### config.mk
export PLATFORM = sky130hd
export DESIGN_NAME = vxe_vpu_rf
export DESIGN_NICKNAME = d
export VERILOG_FILES = /design/src/rtl/vxe_vpu_pkg.sv /design/src/rtl/vxe_vpu_rf_wbtrk.sv /design/src/rtl/vxe_vpu_rf.sv
export SDC_FILE = /design/constraint.sdc
export NUM_CORES = 2
export LEC_CHECK = 0
export ABC_CLOCK_PERIOD_IN_PS = 3100
export BUFFER_PORTS_ARGS = -buffer_cell sky130_fd_sc_hd__buf_2
export CAP_MARGIN = 20
export CELL_PAD_IN_SITES_DETAIL_PLACEMENT = 2
export CELL_PAD_IN_SITES_GLOBAL_PLACEMENT = 2
export CORE_MARGIN = 10
export CORE_UTILIZATION = 40
export CTS_BUF_LIST = sky130_fd_sc_hd__clkbuf_4
export CTS_CLUSTER_SIZE = 24
export DETAILED_ROUTE_END_ITERATION = 10
export PLACE_DENSITY = 0.66
export SYNTH_ARGS = -nofsm -noshare
export SYNTH_HDL_FRONTEND = slang
export SYNTH_HIERARCHICAL = 1
export SYNTH_SLANG_ARGS = --single-unit
### constraint.sdc
create_clock -name clk -period 3.1 [get_ports clk]
set_input_delay 0.155 -clock clk [delete_from_list [all_inputs] [get_ports clk]]
set_output_delay 0.155 -clock clk [all_outputs]
set_load 0.02 [all_outputs]
### src/rtl/vxe_vpu_pkg.sv
// Shared constants and types for the VPU register file slice.
package vxe_vpu_pkg;

  localparam int unsigned VXE_VPU_NTHREADS = 8;
  localparam int unsigned VXE_VPU_NREGS    = 8;
  localparam int unsigned VXE_VPU_RDW      = 38;
  localparam int unsigned VXE_VPU_THW      = 3;
  localparam int unsigned VXE_VPU_RIW      = 3;
  // Width of each thread's accumulator lane on o_acc
  localparam int unsigned VXE_VPU_ACCW     = 32;

  // Register index constants
  localparam logic [VXE_VPU_RIW-1:0] VXE_VPU_RIDX_ACC = 3'd0;

  // Writeback tracker state encoding
  typedef enum logic [0:0] {
    WB_IDLE = 1'b0,
    WB_WAIT = 1'b1
  } wb_state_e;

endpackage

### src/rtl/vxe_vpu_rf_wbtrk.sv
// Writeback tracker: records which enabled threads still owe an ACC write
// after an arm pulse and reports completion.
module vxe_vpu_rf_wbtrk
  import vxe_vpu_pkg::*;
(
  input  logic                        clk,
  input  logic                        nrst,
  input  logic [VXE_VPU_NTHREADS-1:0] i_en,
  input  logic                        i_wb_arm,
  input  logic                        i_acc_wr,
  input  logic [VXE_VPU_THW-1:0]      i_acc_th,
  output logic                        o_wb_done
);

  wb_state_e                   state_q, state_d;
  logic [VXE_VPU_NTHREADS-1:0] pend_q, pend_d;
  logic [VXE_VPU_NTHREADS-1:0] clr_mask;

  // Next pending mask; a same-cycle ACC write is applied after (re)arming
  always_comb begin
    clr_mask = '0;
    if (i_acc_wr) clr_mask[i_acc_th] = 1'b1;
    pend_d = pend_q;
    if (i_wb_arm) begin
      pend_d = i_en & ~clr_mask;
    end else if (state_q == WB_WAIT) begin
      pend_d = pend_q & ~clr_mask;
    end
    state_d = (pend_d != '0) ? WB_WAIT : WB_IDLE;
  end

  // State and pending mask registers
  always_ff @(posedge clk or negedge nrst) begin
    if (!nrst) begin
      state_q <= WB_IDLE;
      pend_q  <= '0;
    end else begin
      state_q <= state_d;
      pend_q  <= pend_d;
    end
  end

  assign o_wb_done = (state_q == WB_IDLE);

endmodule

### src/rtl/vxe_vpu_rf.sv
// Per-thread VPU register file: 8 threads x 8 regs x 38 bits, writeback
// port, registered control read port, thread enables and completion tracker.
module vxe_vpu_rf
  import vxe_vpu_pkg::*;
(
  input  logic                                     clk,
  input  logic                                     nrst,
  input  logic [VXE_VPU_THW-1:0]                   i_th,
  input  logic [VXE_VPU_RIW-1:0]                   i_ridx,
  input  logic                                     i_wr_en,
  input  logic [VXE_VPU_RDW-1:0]                   i_data,
  input  logic                                     i_en_we,
  input  logic [VXE_VPU_NTHREADS-1:0]              i_en_mask,
  input  logic                                     i_wb_arm,
  output logic                                     o_wb_done,
  output logic                                     o_wr_err,
  input  logic                                     i_err_clr,
  input  logic [VXE_VPU_THW-1:0]                   i_rd_th,
  input  logic [VXE_VPU_RIW-1:0]                   i_rd_ridx,
  input  logic                                     i_rd_en,
  output logic [VXE_VPU_RDW-1:0]                   o_rd_data,
  output logic                                     o_rd_vld,
  output logic [VXE_VPU_NTHREADS*VXE_VPU_ACCW-1:0] o_acc,
  output logic [VXE_VPU_NTHREADS-1:0]              o_en
);

  logic [VXE_VPU_RDW-1:0]      regs_q [VXE_VPU_NTHREADS][VXE_VPU_NREGS];
  logic [VXE_VPU_NTHREADS-1:0] en_q;
  logic                        wr_err_q, wr_err_d;
  logic [VXE_VPU_RDW-1:0]      rd_data_q, rd_data_d;
  logic                        rd_vld_q;
  logic                        acc_wr;

  assign acc_wr = i_wr_en && (i_ridx == VXE_VPU_RIDX_ACC);

  // Register storage; disabled threads are still written
  always_ff @(posedge clk or negedge nrst) begin
    if (!nrst) begin
      for (int t = 0; t < VXE_VPU_NTHREADS; t++) begin
        for (int r = 0; r < VXE_VPU_NREGS; r++) begin
          regs_q[t][r] <= '0;
        end
      end
    end else if (i_wr_en) begin
      regs_q[i_th][i_ridx] <= i_data;
    end
  end

  // Read mux with same-cycle write bypass; data holds when no request
  always_comb begin
    rd_data_d = rd_data_q;
    if (i_rd_en) begin
      if (i_wr_en && (i_th == i_rd_th) && (i_ridx == i_rd_ridx)) begin
        rd_data_d = i_data;
      end else begin
        rd_data_d = regs_q[i_rd_th][i_rd_ridx];
      end
    end
  end

  // Sticky write error: a set beats a same-cycle clear
  always_comb begin
    wr_err_d = wr_err_q;
    if (i_wr_en && !en_q[i_th]) begin
      wr_err_d = 1'b1;
    end else if (i_err_clr) begin
      wr_err_d = 1'b0;
    end
  end

  // Enable mask, error flag and read port registers
  always_ff @(posedge clk or negedge nrst) begin
    if (!nrst) begin
      en_q      <= '0;
      wr_err_q  <= 1'b0;
      rd_data_q <= '0;
      rd_vld_q  <= 1'b0;
    end else begin
      if (i_en_we) en_q <= i_en_mask;
      wr_err_q  <= wr_err_d;
      rd_data_q <= rd_data_d;
      rd_vld_q  <= i_rd_en;
    end
  end

  // Accumulator lanes straight from storage
  for (genvar n = 0; n < VXE_VPU_NTHREADS; n++) begin : g_acc
    assign o_acc[n*VXE_VPU_ACCW +: VXE_VPU_ACCW] = regs_q[n][VXE_VPU_RIDX_ACC][VXE_VPU_ACCW-1:0];
  end

  // Tracker sees the pre-update enable mask, so arm with i_en_we uses old o_en
  vxe_vpu_rf_wbtrk u_wbtrk (
    .clk       (clk),
    .nrst      (nrst),
    .i_en      (en_q),
    .i_wb_arm  (i_wb_arm),
    .i_acc_wr  (acc_wr),
    .i_acc_th  (i_th),
    .o_wb_done (o_wb_done)
  );

  assign o_en      = en_q;
  assign o_wr_err  = wr_err_q;
  assign o_rd_data = rd_data_q;
  assign o_rd_vld  = rd_vld_q;

endmodule

# ---- Yosys cells after proc, flatten, opt, wreduce, memory -nomap -nowiden
# Index checks and enable logic that the tools add are counted.
dict set report totals {
  regBits 2489
  inputBits 65
  output_inout_bits 305
  wordCells 121
}
dict set report classes {
  eq_ne 2
  n_bitwise 8
  reduce_logical 11
  n_mux 22
  magnitude_cmp 8
}
# operator n
set op_table {}
lappend op_table {{$bwmux W2432} 1}
lappend op_table {{$bmux W304 S3} 1}
lappend op_table {{$demux W304 S3} 1}
lappend op_table {{$mux W304} 3}
lappend op_table {{$mux W38} 4}
lappend op_table {{$bmux W38 S3} 1}
lappend op_table {{$demux W38 S3} 1}
lappend op_table {{$mux W8} 3}
lappend op_table {{$and A8 B8 Y8} 2}
lappend op_table {{$ge A4 B4 Y1 const B} 4}
lappend op_table {{$not A3 Y4} 4}
lappend op_table {{$lt A4 B1 Y1 const B} 2}
lappend op_table {{$not A8 Y8} 1}
lappend op_table {{$reduce_bool A8 Y1} 1}
lappend op_table {{$logic_and A1 B1 Y1} 7}
lappend op_table {{$eq A3 B3 Y1} 2}
lappend op_table {{$mux W1} 5}
lappend op_table {{$lt A3 B4 Y1 const B} 1}
lappend op_table {{$bmux W1 S3} 1}
lappend op_table {{$demux W1 S3} 1}
lappend op_table {{$ge A3 B1 Y1 const B} 1}
lappend op_table {{$logic_not A3 Y1} 1}
lappend op_table {{$reduce_bool A2 Y1} 1}
lappend op_table {{$logic_not A1 Y1} 1}
lappend op_table {{$not A1 Y1} 1}

# ---- Longest topological paths before layout
dict set report depth {
  depth_word 11
  mapped_depth 11
}

# ---- By module
# Netlist, hierarchy kept.
# mod cells_each instances area_per_inst_um2 seq_area_each_um2
set modules_own_cells {}
lappend modules_own_cells {vxe_vpu_rf 7358 1 113752.8 62059.5}
lappend modules_own_cells {vxe_vpu_rf_wbtrk 55 1 525.5 225.2}

# ---- Worst setup path before layout
# No wires, ideal clock.
dict set report synth_timing {
  path_kind {input port to flip-flop}
  start {input port i_rd_th[0]}
  end {register rd_data_q[32] (netlist: o_rd_data[32])}
  arrival_time_ns 1.876
  setup_ns 0.141
  path_slack_ns 1.083
  path_stages 8
  path_cell_list {buf_6 buf_6 buf_2 mux4_2 a22oi_1 a21oi_1 o41ai_2 a31oi_1}
}
dict set report synth_via {
  elab_chain_cells 8
  elab_cells_between_ends 11
}
# item line_no
set synth_rtl {}
lappend synth_rtl {{start: declaration} vxe_vpu_rf.sv:18} ;# input logic [VXE_VPU_THW-1:0] i_rd_th,
lappend synth_rtl {{$not A3 Y4 (implied by the code)} vxe_vpu_rf.sv:56} ;# rd_data_d = regs_q[i_rd_th][i_rd_ridx];
lappend synth_rtl {{$bmux W304 S3} vxe_vpu_rf.sv:56}
lappend synth_rtl {{$mux W304 (implied by the code) (2 in a row)} vxe_vpu_rf.sv:56}
lappend synth_rtl {{$bmux W38 S3} vxe_vpu_rf.sv:56}
lappend synth_rtl {{$mux W38 (implied by the code) (2 in a row)} vxe_vpu_rf.sv:56}
lappend synth_rtl {{$mux W38 (*)} vxe_vpu_rf.sv:53} ;# if (i_wr_en && (i_th == i_rd_th) && (i_ridx == i_rd_ridx)) begin
lappend synth_rtl {{end signal: assignment} vxe_vpu_rf.sv:81} ;# rd_data_q <= rd_data_d;
lappend synth_rtl {{end: declaration} vxe_vpu_rf.sv:30} ;# logic [VXE_VPU_RDW-1:0] rd_data_q, rd_data_d;
# Every way passes the cells marked *; elsewhere a longest branch is shown, timed or not. The select of a mux whose other input is x is not followed.
# A chain may end at the register's enable or synchronous reset.

# ---- Final worst setup path
dict set report layout_timing {
  start {input port i_ridx[1]}
  end {register regs_q (netlist bit o_acc[28])}
}
dict set report layout_via {
  elab_chain_cells 8
  elab_cells_between_ends 9
}
# item line_no
set layout_rtl {}
lappend layout_rtl {{start: declaration} vxe_vpu_rf.sv:9} ;# input logic [VXE_VPU_RIW-1:0] i_ridx,
lappend layout_rtl {{$not A3 Y4 (implied by the code) (*)} vxe_vpu_rf.sv:45} ;# regs_q[i_th][i_ridx] <= i_data;
lappend layout_rtl {{$ge A4 B4 Y1 (implied by the code) / $lt A4 B1 Y1 (equally long branches)} vxe_vpu_rf.sv:45}
lappend layout_rtl {{$logic_and A1 B1 Y1 (implied by the code)} vxe_vpu_rf.sv:45}
lappend layout_rtl {{$mux W38 (implied by the code)} vxe_vpu_rf.sv:45}
lappend layout_rtl {{$demux W38 S3 (*)} vxe_vpu_rf.sv:45}
lappend layout_rtl {{$mux W304 (implied by the code) (*)} vxe_vpu_rf.sv:45}
lappend layout_rtl {{$demux W304 S3 (*)} vxe_vpu_rf.sv:45}
lappend layout_rtl {{$bwmux W2432 (*)} vxe_vpu_rf.sv:45}
lappend layout_rtl {{end signal: indexed assignment} vxe_vpu_rf.sv:45}
lappend layout_rtl {{end: declaration} vxe_vpu_rf.sv:27} ;# logic [VXE_VPU_RDW-1:0] regs_q [VXE_VPU_NTHREADS][VXE_VPU_NREGS];
# Every way passes the cells marked *; elsewhere a longest branch is shown, timed or not.

==> run summary <==
most frequent standard cell in the layout excluding fill and tap cells - dfrtp_1
CP Capture Type - flip-flop
detailed-route wire length - 410,000 µm
Port-buffer cells - 369
DIE WIDTH - 555 µm
final-report max-slew violation count - 0
maximum capacitance violations - 0
normalized max-slew margin - 0.260
predominant post-synthesis flop cell - dfrtp_1
net count reported at finish - 8,139
area of the core - 0.285 mm²
Post-Synthesis Mean Instance Area - 15.4 µm²
Site Rows - 196
Register-to-Register Path Depth - 7
Sum Neg Setup Slack - 0 ns
maximum root-to-sink buffer count - 4
aggregate global routing overflow - 0
overall die area - 0.307 mm²
initial cell density of the core - 0.401
startpoint type of the worst setup path - input port
clock tree from TritonCTS - yes
Buf+Inv Stages, Crit Path - 8
detailed placer's ending HPWL - 242,000 µm
total leakage power - 0.0610 µW
commonest non-fill, non-tap cells in the layout - dfrtp_1, mux2_2, clkbuf_4, mux4_2, buf_2
DRC violation total after the first TritonRoute iteration - 4,703
number of global-route vias before repair - 81,300
routed length per placed instance - 33.2 µm
worst slew pin tran - 1.11 ns
Synth top area share - 0.545
peak supply drop - 0.363 mV
type of the worst setup path - in2reg
clock-pin slew of the registers on the worst-case setup and hold paths - 0.07 ns
GP Congestion - 0.774
number of clock buffers inserted by TritonCTS - 704
period utilization - 0.989
cells taking the most area after synthesis - dfrtp_1, mux2_2, mux4_2
synth unique cells - 58
total number of yosys warnings - 6
critical path data arrival time - 4.53 ns
unrepaired setup endpoints after global routing - no
fraction of synthesis flops using an asynchronous set or reset pin - 1.00
cell with the biggest individual delay on the critical path - dlygate4sd3_1
sequential area share after synthesis - 0.545
Worst Hold Depth - 4
most repeated library cell on the critical path - dlygate4sd3_1
post-synthesis register bit count - 2,489
H-tree depth - 6
first-pass GRT wire length - 598,000 µm
vertical extent of the die - 555 µm
largest fanout of any net on the critical path - 25
Data required, critical path - 4.57 ns
total nets after synthesis - 7,478
number of iterations in the first detailed-routing pass - 5
vias per cell - 5.80
Clock Latency Late Sink - 1.56 ns
maximum number of pins on one net before global-route repair - 136
power density of the placed cells - 623 mW/mm²
Vias - 71,700
cell count after synthesis - 7,413
final count of negative-setup-slack endpoints - 0
depth of the critical timing path with buffers and inverters included - 12
post-route antenna net violation count - 0
final critical path time including I/O delays and setup - 3.07 ns
number of hold-slack violations in the final timing report - 0
area growth from synthesis to final layout - 15.4%
global router's overall resource usage - 0.261
top cell family by delay on the critical path - buffers and inverters
antenna violations before repair - 32
# DRC - 0
type of the tightest min-delay check - in2reg
total I/O pin count - 370
Overall Power - 82,100 µW
Syn Std Cell Area - 0.114 mm²
highest clock rate - 326 MHz
total clock sinks - 2,489
Clock Skews - 0.0983 ns
maximum single-stage delay on the critical path - 0.67 ns
cell breakdown of the critical path - dlygate4sd3_1 -> buf_2 -> nor2_1 -> dlygate4sd3_1 -> nand2_1 -> dlygate4sd3_1 -> inv_1 -> buf_4 -> nand2_4 -> buf_4 -> mux2_2 -> dlygate4sd3_1
cell type with the highest aggregate area in the netlist - dfrtp_1
outcome - completed
Root Driver - clkbuf_4
EDFF count, synth - 0
share of post-route cells with drive strength above 1 - 0.582
[power by group]
| group | switching (µW) | total (µW) | leakage, µW | internal, µW |
|---|---|---|---|---|
| Combinational | 5570 | 12000 | 0.0228 | 6410 |
| Sequential | 2570 | 39400 | 0.0330 | 36800 |
| Clock | 15000 | 30800 | 0.00524 | 15700 |
[kinds of logic (layout without fill, tap and decap cells)]
group,Yosys count,count (layout),share of synthesized area
other,0,20,0
muxes,3091,3091,0.361
xor gates and xnor gates,6,6,0.000460
DFF,2489,2489,0.545
buffers and inverters,1026,2193,0.0487
AOI/OAI and AO/OA,559,559,0.0353
and+or+nand+nor,242,242,0.00970
[path summary, 6_finish.rpt]
kind | end | slack, ns | startpoint
max in group asynchronous | regs_q[239] | 1.35 | nrst
worst min-delay path | regs_q[331] | 0.13 | i_data[27]
worst min register to register | regs_q[1110] | 0.50 | regs_q[1110]
worst max-delay path | o_acc[28] | 0.03 | i_ridx[1]
worst max register to register | o_rd_data[25] | 0.12 | regs_q[101]
min in group asynchronous | o_acc[54] | 0.30 | nrst
[through the flow]
stage | std cells | util | hold WS, ns | instance area [µm²] | setup slack (ns)
floorplan | 7413 | - | -0.141 | 114000 | 1.08
global placement | 10900 | 0.422 | 0.106 | 120000 | 0.384
detailed placement | 10900 | 0.422 | 0.119 | 120000 | 0.338
CTS | 12300 | 0.463 | 0.000213 | 132000 | 0.0388
global route | 12300 | 0.463 | 0.0695 | 132000 | 0.0136
finish | 12400 | 0.463 | 0.131 | 132000 | 0.0345
[tightest hold or removal path, delay by kind of cell]
kind     cells  cell delay (ns)
mux          1             0.19
buf+inv      3             1.30
[cells in the mapped netlist (34+ instances only)]
cell type	instances
buf_4	280
dfrtp_1	2489
a31oi_1	34
mux4_2	577
mux2i_1	56
mux2_2	2458
buf_2	308
a22oi_1	271
nor2_1	102
a21oi_1	143
buf_1	45
clkbuf_1	354
nand2_1	62
[per-layer routing]
metal | routed length, µm | track usage
met3 | 22300 | 0.0517
met4 | 15900 | 0.0965
met1 | 177000 | 0.349
met2 | 195000 | 0.423
met5 | 89 | 0
[registers in the layout, indices dropped and copies added, names as in the netlist]
signal / count
regs_q: 2176
o_en: 8
o_acc: 256
u_wbtrk/pend_q: 8
o_wr_err: 1
o_rd_vld: 1
u_wbtrk/state_q: 1
o_rd_data: 38
[area by class of cell]
type                       instances  area [µm²]
fill                           26700      153000
sequential                      2489       62300
multi-input combinational       3898       46900
timing repair buffer             975        9070
clock buffer                    1017        7630
tap                             3762        4710
clock inverter                   195        1180
antenna                           20        50.0
inverter                           6        22.5
[timing repair]
| item | in CTS | in global routing |
|---|---|---|
| setup endpoints to repair | 0 | 16 |
| resized for setup | 0 | 4 |
| hold buffers | 235 | 4 |
| buffers inserted | 0 | 1 |
| endpoints found under the hold margin | 4978 | 223 |
(Power assumes the default switching activity.)
